[src/rtl/hog_lite_pkg.sv]
// Shared register map, CTRL/STATUS bit positions and helpers for the HOG-lite
// Xillybus Lite register block.
package hog_lite_pkg;

  // Word index taken from user_addr[4:2]
  localparam logic [2:0] REG_CTRL    = 3'd0;
  localparam logic [2:0] REG_STATUS  = 3'd1;
  localparam logic [2:0] REG_THRESH  = 3'd2;
  localparam logic [2:0] REG_RESULT  = 3'd3;
  localparam logic [2:0] REG_PIX     = 3'd4;
  localparam logic [2:0] REG_SCRATCH = 3'd5;
  localparam logic [2:0] REG_VERSION = 3'd6;
  localparam logic [2:0] REG_PERF    = 3'd7;

  localparam int CTRL_START  = 0;
  localparam int CTRL_IRQ_EN = 1;
  localparam int CTRL_FLUSH  = 2;

  localparam int ST_BUSY    = 0;
  localparam int ST_DONE    = 1;
  localparam int ST_FULL    = 2;
  localparam int ST_EMPTY   = 3;
  localparam int ST_OVF     = 4;
  localparam int ST_LVL_LSB = 8;

  localparam logic [31:0] VERSION_DEFAULT = 32'h0001_0000;

  function automatic logic [31:0] merge_lanes(input logic [31:0] cur,
                                              input logic [31:0] wdata,
                                              input logic [3:0]  strb);
    logic [31:0] r;
    r = cur;
    for (int i = 0; i < 4; i++)
      if (strb[i]) r[i*8 +: 8] = wdata[i*8 +: 8];
    return r;
  endfunction

endpackage

[src/rtl/hog_lite_fifo.sv]
// Synchronous first-word-fall-through pixel FIFO with occupancy level output.
// Flush has priority over push and pop; a push while full succeeds only alongside a pop.
module hog_lite_fifo #(
  parameter int FIFO_DEPTH = 16
)(
  input  logic                          clk,
  input  logic                          rst,
  input  logic                          push,
  input  logic                          pop,
  input  logic                          flush,
  input  logic [31:0]                   wdata,
  output logic [31:0]                   rdata,
  output logic                          valid,
  output logic                          full,
  output logic                          overflow_evt,
  output logic [$clog2(FIFO_DEPTH):0]   level
);
  localparam int AW = $clog2(FIFO_DEPTH);
  localparam int LW = AW + 1;

  logic [31:0]   mem [FIFO_DEPTH];
  logic [AW-1:0] wr_ptr, rd_ptr;
  logic          do_push, do_pop;

  assign valid        = (level != '0);
  assign full         = (level == LW'(FIFO_DEPTH));
  assign do_pop       = pop && valid && !flush;
  assign do_push      = push && (!full || do_pop) && !flush;
  assign overflow_evt = push && full && !do_pop && !flush;
  assign rdata        = mem[rd_ptr];

  always_ff @(posedge clk) begin
    if (rst || flush) begin
      wr_ptr <= '0;
      rd_ptr <= '0;
      level  <= '0;
    end else begin
      if (do_push) wr_ptr <= wr_ptr + AW'(1);
      if (do_pop)  rd_ptr <= rd_ptr + AW'(1);
      level <= level + LW'(do_push) - LW'(do_pop);
    end
  end

  // Storage is data only; occupancy is tracked by the pointers and level.
  always_ff @(posedge clk) begin
    if (do_push) mem[wr_ptr] <= wdata;
  end

endmodule

[src/rtl/hog_lite_regs.sv]
// Xillybus Lite register block for the HOG/SVM engine: control, status, pixel FIFO.
// Optional busy-cycle counter on PERF when HOG_LITE_PERF_EN is defined.
module hog_lite_regs import hog_lite_pkg::*; #(
  parameter int          FIFO_DEPTH = 16,
  parameter logic [31:0] VERSION    = VERSION_DEFAULT
)(
  input  logic        user_clk,
  input  logic        user_rst,
  input  logic        user_wren,
  input  logic [3:0]  user_wstrb,
  input  logic        user_rden,
  input  logic [31:0] user_addr,
  input  logic [31:0] user_wr_data,
  output logic [31:0] user_rd_data,
  output logic        user_irq,
  output logic        eng_start,
  input  logic        eng_done,
  input  logic [31:0] eng_score,
  output logic        pix_valid,
  output logic [31:0] pix_data,
  input  logic        pix_ready,
  output logic [31:0] thresh
);
  localparam int LW = $clog2(FIFO_DEPTH) + 1;

  logic [2:0]    idx;
  logic          wr_ctrl, wr_status, start_ok, flush, pix_push, pix_pop;
  logic          irq_en, busy, done, overflow;
  logic [31:0]   result, scratch, perf_rd, status, rd_mux;
  logic          fifo_full, ovf_evt;
  logic [LW-1:0] level;
  logic [8:0]    level9;
  logic [7:0]    level8;
  logic          unused_addr;

  assign idx         = user_addr[4:2];
  assign unused_addr = ^{user_addr[31:5], user_addr[1:0]};

  assign wr_ctrl   = user_wren && (idx == REG_CTRL) && user_wstrb[0];
  assign wr_status = user_wren && (idx == REG_STATUS) && user_wstrb[0];
  assign start_ok  = wr_ctrl && user_wr_data[CTRL_START] && !busy;
  assign flush     = wr_ctrl && user_wr_data[CTRL_FLUSH];
  assign pix_push  = user_wren && (idx == REG_PIX) && (user_wstrb == 4'hF);
  assign pix_pop   = pix_valid && pix_ready;

  hog_lite_fifo #(.FIFO_DEPTH(FIFO_DEPTH)) u_fifo (
    .clk          (user_clk),
    .rst          (user_rst),
    .push         (pix_push),
    .pop          (pix_pop),
    .flush        (flush),
    .wdata        (user_wr_data),
    .rdata        (pix_data),
    .valid        (pix_valid),
    .full         (fifo_full),
    .overflow_evt (ovf_evt),
    .level        (level)
  );

  // Later assignments win: W1C clears precede sets, and a fresh start overrides eng_done.
  always_ff @(posedge user_clk) begin
    if (user_rst) begin
      irq_en    <= 1'b0;
      busy      <= 1'b0;
      done      <= 1'b0;
      overflow  <= 1'b0;
      result    <= '0;
      thresh    <= '0;
      scratch   <= '0;
      eng_start <= 1'b0;
      user_irq  <= 1'b0;
    end else begin
      eng_start <= start_ok;
      user_irq  <= eng_done && irq_en;
      if (wr_ctrl) irq_en <= user_wr_data[CTRL_IRQ_EN];
      if (user_wren && idx == REG_THRESH)
        thresh <= merge_lanes(thresh, user_wr_data, user_wstrb);
      if (user_wren && idx == REG_SCRATCH)
        scratch <= merge_lanes(scratch, user_wr_data, user_wstrb);
      if (wr_status && user_wr_data[ST_DONE]) done     <= 1'b0;
      if (wr_status && user_wr_data[ST_OVF])  overflow <= 1'b0;
      if (ovf_evt) overflow <= 1'b1;
      if (eng_done) begin
        busy   <= 1'b0;
        done   <= 1'b1;
        result <= eng_score;
      end
      if (start_ok) busy <= 1'b1;
    end
  end

`ifdef HOG_LITE_PERF_EN
  logic [31:0] perf;
  always_ff @(posedge user_clk) begin
    if (user_rst || start_ok)                perf <= '0;
    else if (busy && perf != 32'hFFFF_FFFF)  perf <= perf + 32'd1;
  end
  assign perf_rd = perf;
`else
  assign perf_rd = '0;
`endif

  // Level field is 8 bits wide; a 256-deep full FIFO reports 255 with FULL set.
  assign level9 = 9'(level);
  assign level8 = level9[8] ? 8'hFF : level9[7:0];

  always_comb begin
    status                     = '0;
    status[ST_BUSY]            = busy;
    status[ST_DONE]            = done;
    status[ST_FULL]            = fifo_full;
    status[ST_EMPTY]           = !pix_valid;
    status[ST_OVF]             = overflow;
    status[ST_LVL_LSB +: 8]    = level8;
  end

  always_comb begin
    rd_mux = '0;
    case (idx)
      REG_CTRL:    rd_mux[CTRL_IRQ_EN] = irq_en;
      REG_STATUS:  rd_mux = status;
      REG_THRESH:  rd_mux = thresh;
      REG_RESULT:  rd_mux = result;
      REG_SCRATCH: rd_mux = scratch;
      REG_VERSION: rd_mux = VERSION;
      REG_PERF:    rd_mux = perf_rd;
      default:     rd_mux = '0;
    endcase
  end

  always_ff @(posedge user_clk) begin
    if (user_rst)       user_rd_data <= '0;
    else if (user_rden) user_rd_data <= rd_mux;
  end

endmodule

[config.mk]
export PLATFORM = sky130hd
export DESIGN_NAME = hog_lite_regs
export DESIGN_NICKNAME = d
export VERILOG_FILES = /design/src/rtl/hog_lite_pkg.sv /design/src/rtl/hog_lite_fifo.sv /design/src/rtl/hog_lite_regs.sv
export SDC_FILE = /design/constraint.sdc
export NUM_CORES = 1
export LEC_CHECK = 0
export ABC_AREA = 1
export CAP_MARGIN = 15
export CORE_UTILIZATION = 45
export CTS_CLUSTER_SIZE = 8
export DETAILED_ROUTE_END_ITERATION = 16
export GPL_TIMING_DRIVEN = 0
export SLEW_MARGIN = 30
export SYNTH_ARGS = -nofsm -noshare
export SYNTH_HDL_FRONTEND = slang
export SYNTH_SLANG_ARGS = --single-unit
export TNS_END_PERCENT = 5
[constraint.sdc]
create_clock -name user_clk -period 9.24 [get_ports user_clk]
set_input_delay 1.848 -clock user_clk [delete_from_list [all_inputs] [get_ports user_clk]]
set_output_delay 1.848 -clock user_clk [all_outputs]
set_load 0.01 [all_outputs]
; Yosys cells after proc, flatten, opt, wreduce, memory -nomap -nowiden
; Memories as Yosys holds them, arrays and structs flattened. A register that Yosys moved wholly into a read port is not among the register bits.
; Cells that the tools add are included.
[totals]
n_memories = 1
ram_bits = 512
register_bits = 147
[op_classes]
eq_ne = 8
n_addsub = 4
mux = 13
reduce_logical = 42
[mem_list]
columns = name, depth, word_bits, read_ports, rd_ports_with_merged_regs, write_ports, line_no
row1 = u_fifo.mem, 16, 32, 1, 1, 1, hog_lite_fifo.sv:21  ; logic [31:0] mem [FIFO_DEPTH];
[ops]
columns = operator, count
row1 = $pmux 30 s5, 1
row2 = $logic_and 1x1->1, 22
row3 = $reduce_and 2->1, 8
row4 = $eq 3x3->1 const B, 3
row5 = $add 4x1->4 const B, 2
row6 = $mux 1, 8
row7 = $mux 4, 2
row8 = $eq 3x2->1 const B, 2
row9 = $reduce_bool 2->1, 3
row10 = $add 5x1->5, 1
row11 = $eq 5x5->1 const B, 1
row12 = $logic_not 1->1, 5
row13 = $pmux 1 s5, 1
row14 = $reduce_bool 5->1, 1
row15 = $sub 5x1->5, 1
row16 = $eq 4x4->1 const B, 1
row17 = $pmux 1 s4, 1
row18 = $eq 3x1->1 const B, 1
row19 = $logic_not 3->1, 1
row20 = $logic_or 1x1->1, 2

; Depth between registers and ports, before layout
[logic_depth]
ltp_word = 11
mapped_depth = 16
depth_no_buf = 16

; Modules after synthesis
; A second synthesis with hierarchy kept.
[unflattened]
hier_cells = 2785
area_unflattened_um2 = 27681.5
[by_module_without_submodules]
columns = mod, seq_area_each_um2, n_inst, cells_per_inst, area_per_inst_um2
row1 = hog_lite_fifo, 15715.1, 1, 2009, 22053.7
row2 = hog_lite_regs, 2682.6, 1, 776, 5627.9

; Worst setup path after synthesis
; OpenSTA, ideal clock, no wires.
[synth_timing]
kind = input port to flip-flop
start = input port user_wren
end = memory u_fifo.mem[0][0], enable pin
path_stages = 9
t_required_ps = 8819
setup_ps = 421
slack_ps = 4825
path_buffers = 0
arrival_ps = 3994
cell_sequence = nand2_2 inv_1 nand4_1 nand2_1 nand2_1 nand2_2 inv_2 nand2_2 nor2_1
[synth_via]
elab_chain_len = 10
elab_cells_between_ends = 12
cone_classes = mux: 2 / reduce/logical: 10
[synth_lines]
columns = item, line_no
row1 = from (decl), hog_lite_regs.sv:9  ; input logic user_wren,
row2 = $logic_and 1x1->1 (2 in a row), hog_lite_regs.sv:39  ; assign wr_ctrl = user_wren && (idx == REG_CTRL) && user_wstrb[0];
row3 = $logic_and 1x1->1, hog_lite_regs.sv:42  ; assign flush = wr_ctrl && user_wr_data[CTRL_FLUSH];
row4 = $logic_not 1->1, "hog_lite_fifo.sv:27, hog_lite_fifo.sv:28"
row5 = $logic_and 1x1->1, hog_lite_fifo.sv:27  ; assign do_pop = pop && valid && !flush;
row6 = $logic_or 1x1->1, hog_lite_fifo.sv:28  ; assign do_push = push && (!full || do_pop) && !flush;
row7 = $logic_and 1x1->1, hog_lite_fifo.sv:28
row8 = $logic_and 1x1->1 (*), hog_lite_fifo.sv:28
row9 = net u_fifo.do_push, hog_lite_fifo.sv:23  ; logic do_push, do_pop;
row10 = $mux 1 (*), hog_lite_fifo.sv:46  ; if (do_push) mem[wr_ptr] <= wdata;
row11 = $mux 1 (not written as such) (*), hog_lite_fifo.sv:46
row12 = to (decl), hog_lite_fifo.sv:21
; The timed path passes the listed nets; every way through them passes the cells marked *.

==> flow_summary.toml <==
[outcome]
status = "finished, violations left"
violations = "DRC"

[worst_setup_path]
crit_slowest_cell = "clkbuf_1"
crit_fanout = 10
worstPathRequired_ns = 7.39
r2r_end = "u_fifo.mem[8][21]"
reg2reg_slack_ns = 6.36
cp_common_cell = "clkbuf_1"
cp-start-kind = "register"
slowest_delay_ns = 0.85
path_class = "register to output pin"
path_buf_inv = 4
crit_chain = "buf_2, clkbuf_1, clkbuf_1, o221ai_1, nand3_1, nand2_1, clkdlybuf4s50_1"
worst-r2r-cell-count = 13
cp.arrival_ns = 3.84
end_kind = "output pin"
cp.depth = 7
worstReg2RegStart = "u_fifo.level[2]"
cp_top_family = "buffers and inverters"

[clock_tree]
cts_resized = 0
cts_buffers = 92
post_cts_buffers = 0
htree_levels = 3
cts_tree = "done"
clock_path_buffers = 3
clock_latency_ns = 0.63
cts_hold_buffers = 0
cts_sinks = 663
cts-root-buf = "clkbuf_16"
cts.clk_slew.worst_paths_ns = 0.05

[finish]
nFillCells = 4757
drive_above_1_share_pct = 9.09
nets = 2685
area_delta_synth_final_pct = 23.7
seq_area_mm2 = 0.0184
layout_common_cells = "edfxtp_1 (512), o21ai_0 (369), nor2_1 (367)"
finalNonFillerCells = 3362
final_common_cell = "edfxtp_1"
multi_input_area_mm2 = 0.00683
n_antenna_cell = 0
fin_util_pct = 56.3

[timing]
post-route-min-period_ns = 5.69
fmax_mhz = 176
finalHoldViolations = 0
setup_tns_ns = 0
fin_crit_sh_pct = 61.6
setup_viol = 0
slew_headroom_pct = 27.9
fin_ws_ns = 3.55
slew_violations = 0
tightestPinTransition_ns = 1.08
skew_ns = 0.0284
rsz0062_at_grt = "false"

[global_routing]
grt_pass1_wl_mm = 125
grtUsageTotal_pct = 29.1
grt_pass1_vias = 19500
antenna_found_initial = 3
grt_max_degree = 21
overflow = 0

[yosys]
syn_nets = 2385
synthCells = 2267
yosysWarnings = 0
yosysSeqAreaShare_pct = 70.2
avgSynthCellArea_um2 = 11.6
ys_ff_latch = 663
ys_types = 32
ys.flop_type = "edfxtp_1"
syn_area_mm2 = 0.0262
synth_edf_count = 512
async_reset_ff_share_pct = 0

[placement]
hpwl_mm = 58.7
place_inst = 3238
io_buffers = 174
gp_congestion = 0.913
post-place-ws_ns = 4.18

[worst_hold_path]
hold_depth = 2
min-delay-start = "scratch[1]"
holdCritPathClass = "register to register"
hold_end = "scratch[1]"

[pwr]
power_leakage_nw = 10.9
power_density_mw_per_mm2 = 243
ir_drop_v = 0.000144
p_total_w = 0.00787

[route]
vias_per_cell = 5.76
wirelength_mm = 86.1
vias = 19400
wl_per_cell_um = 25.6
drc = 1
drt-initial-drc-count = 1990
detail_route.first_pass.iterations = 11
drtAntennaViolNets = 0

[floorplan]
std_cell_rows = 88
die_width_um = 243
die_h_um = 243
core-area_mm2 = 0.0576
start_util_pct = 45.5
ios = 205
die_area_mm2 = 0.0592

[job]
maxCapViolations = 0
-- stage by stage --
step | hold WS, ns | instance area [um2]
global placement | 0.438 | 28900
CTS | 0.454 | 32400
finish | 0.453 | 32400
global route | 0.470 | 32400
floorplan | 0.418 | 26200
detailed placement | 0.443 | 29900
-- layout make-up --
type / instances / area share [%]
clock buffers: 121 / 7.70
multi-input cells: 1353 / 21.1
plain buffers: 146 / 2.19
clock inverters: 3 / 0.139
inverters: 105 / 1.23
well taps: 765 / 2.95
flip-flops and latches: 663 / 56.7
repair buffers: 206 / 7.98
-- registers in the layout (all words and copies together) (netlist names), named ones only --
name and cells:
u_fifo.rd_ptr 4, irq_en 1, u_fifo.mem 512, user_rd_data 32, thresh 32, done 1
eng_start 1, scratch 32, overflow 1, result 32, busy 1, u_fifo.level 5
user_irq 1, u_fifo.wr_ptr 4
-- report_power, final --
group	total, W	internal (W)	leakage [nW]	switching [W]
Clock	0.00305	0.00185	1.23	0.00120
Combinational	0.00155	0.000501	3.83	0.00105
Sequential	0.00327	0.00325	5.83	0.0000198
Total	0.00787	0.00560	10.9	0.00227
-- worst min-delay path, cell delays in order, from the launching register on --
cell,delay [ns]
dfxtp_1,0.31
inv_1,0.05
a21oi_1,0.05
-- cells in the mapped netlist, types with 11 or more instances --
cell / number / share of area, %
a21oi_1: 123 / 2.3
edfxtp_1: 512 / 59
o211ai_1: 51 / 1.5
ha_1: 11 / 0.52
dfxtp_1: 151 / 12
o221ai_1: 94 / 3.1
buf_4: 15 / 0.43
nand2_1: 207 / 3.0
clkbuf_1: 82 / 1.2
nand3_1: 76 / 1.5
buf_2: 35 / 0.67
nor2_1: 383 / 5.5
inv_1: 96 / 1.4
o21ai_0: 369 / 7.0
-- worst max-delay path by stage --
| stage | to | startpoint | slack, ns |
|---|---|---|---|
| after global placement | u_fifo.mem[4][17] | user_wr_data[2] | 1.69 |
| final | pix_data[19] | register | 3.55 |
| after floorplan | u_fifo.mem[0][0] | user_wren | 4.82 |
| after detailed placement | u_fifo.level[4] | user_wr_data[2] | 4.18 |
| after CTS | pix_data[19] | register | 3.63 |
| after global routing | pix_data[19] | register | 3.55 |
-- kinds of logic after synthesis --
group	synth area share, %
adders and majority gates	0.601
DFF	70.2
xor gates and xnor gates	0.100
buffers and inverters	4.22
AOI/OAI and AO/OA	14.2
and+or+nand+nor	10.7
-- routing by layer --
metal | up-vias | global-route usage (%) | wire (um)
met1 | 9475 | 36.9 | 34100
met5 | - | 0 | 0
met2 | 987 | 48.5 | 41300
li1 | 8740 | - | -
met3 | 167 | 5.78 | 7460
met4 | 0 | 12.3 | 3160
No activity file was read; power rests on OpenSTA's default activity.
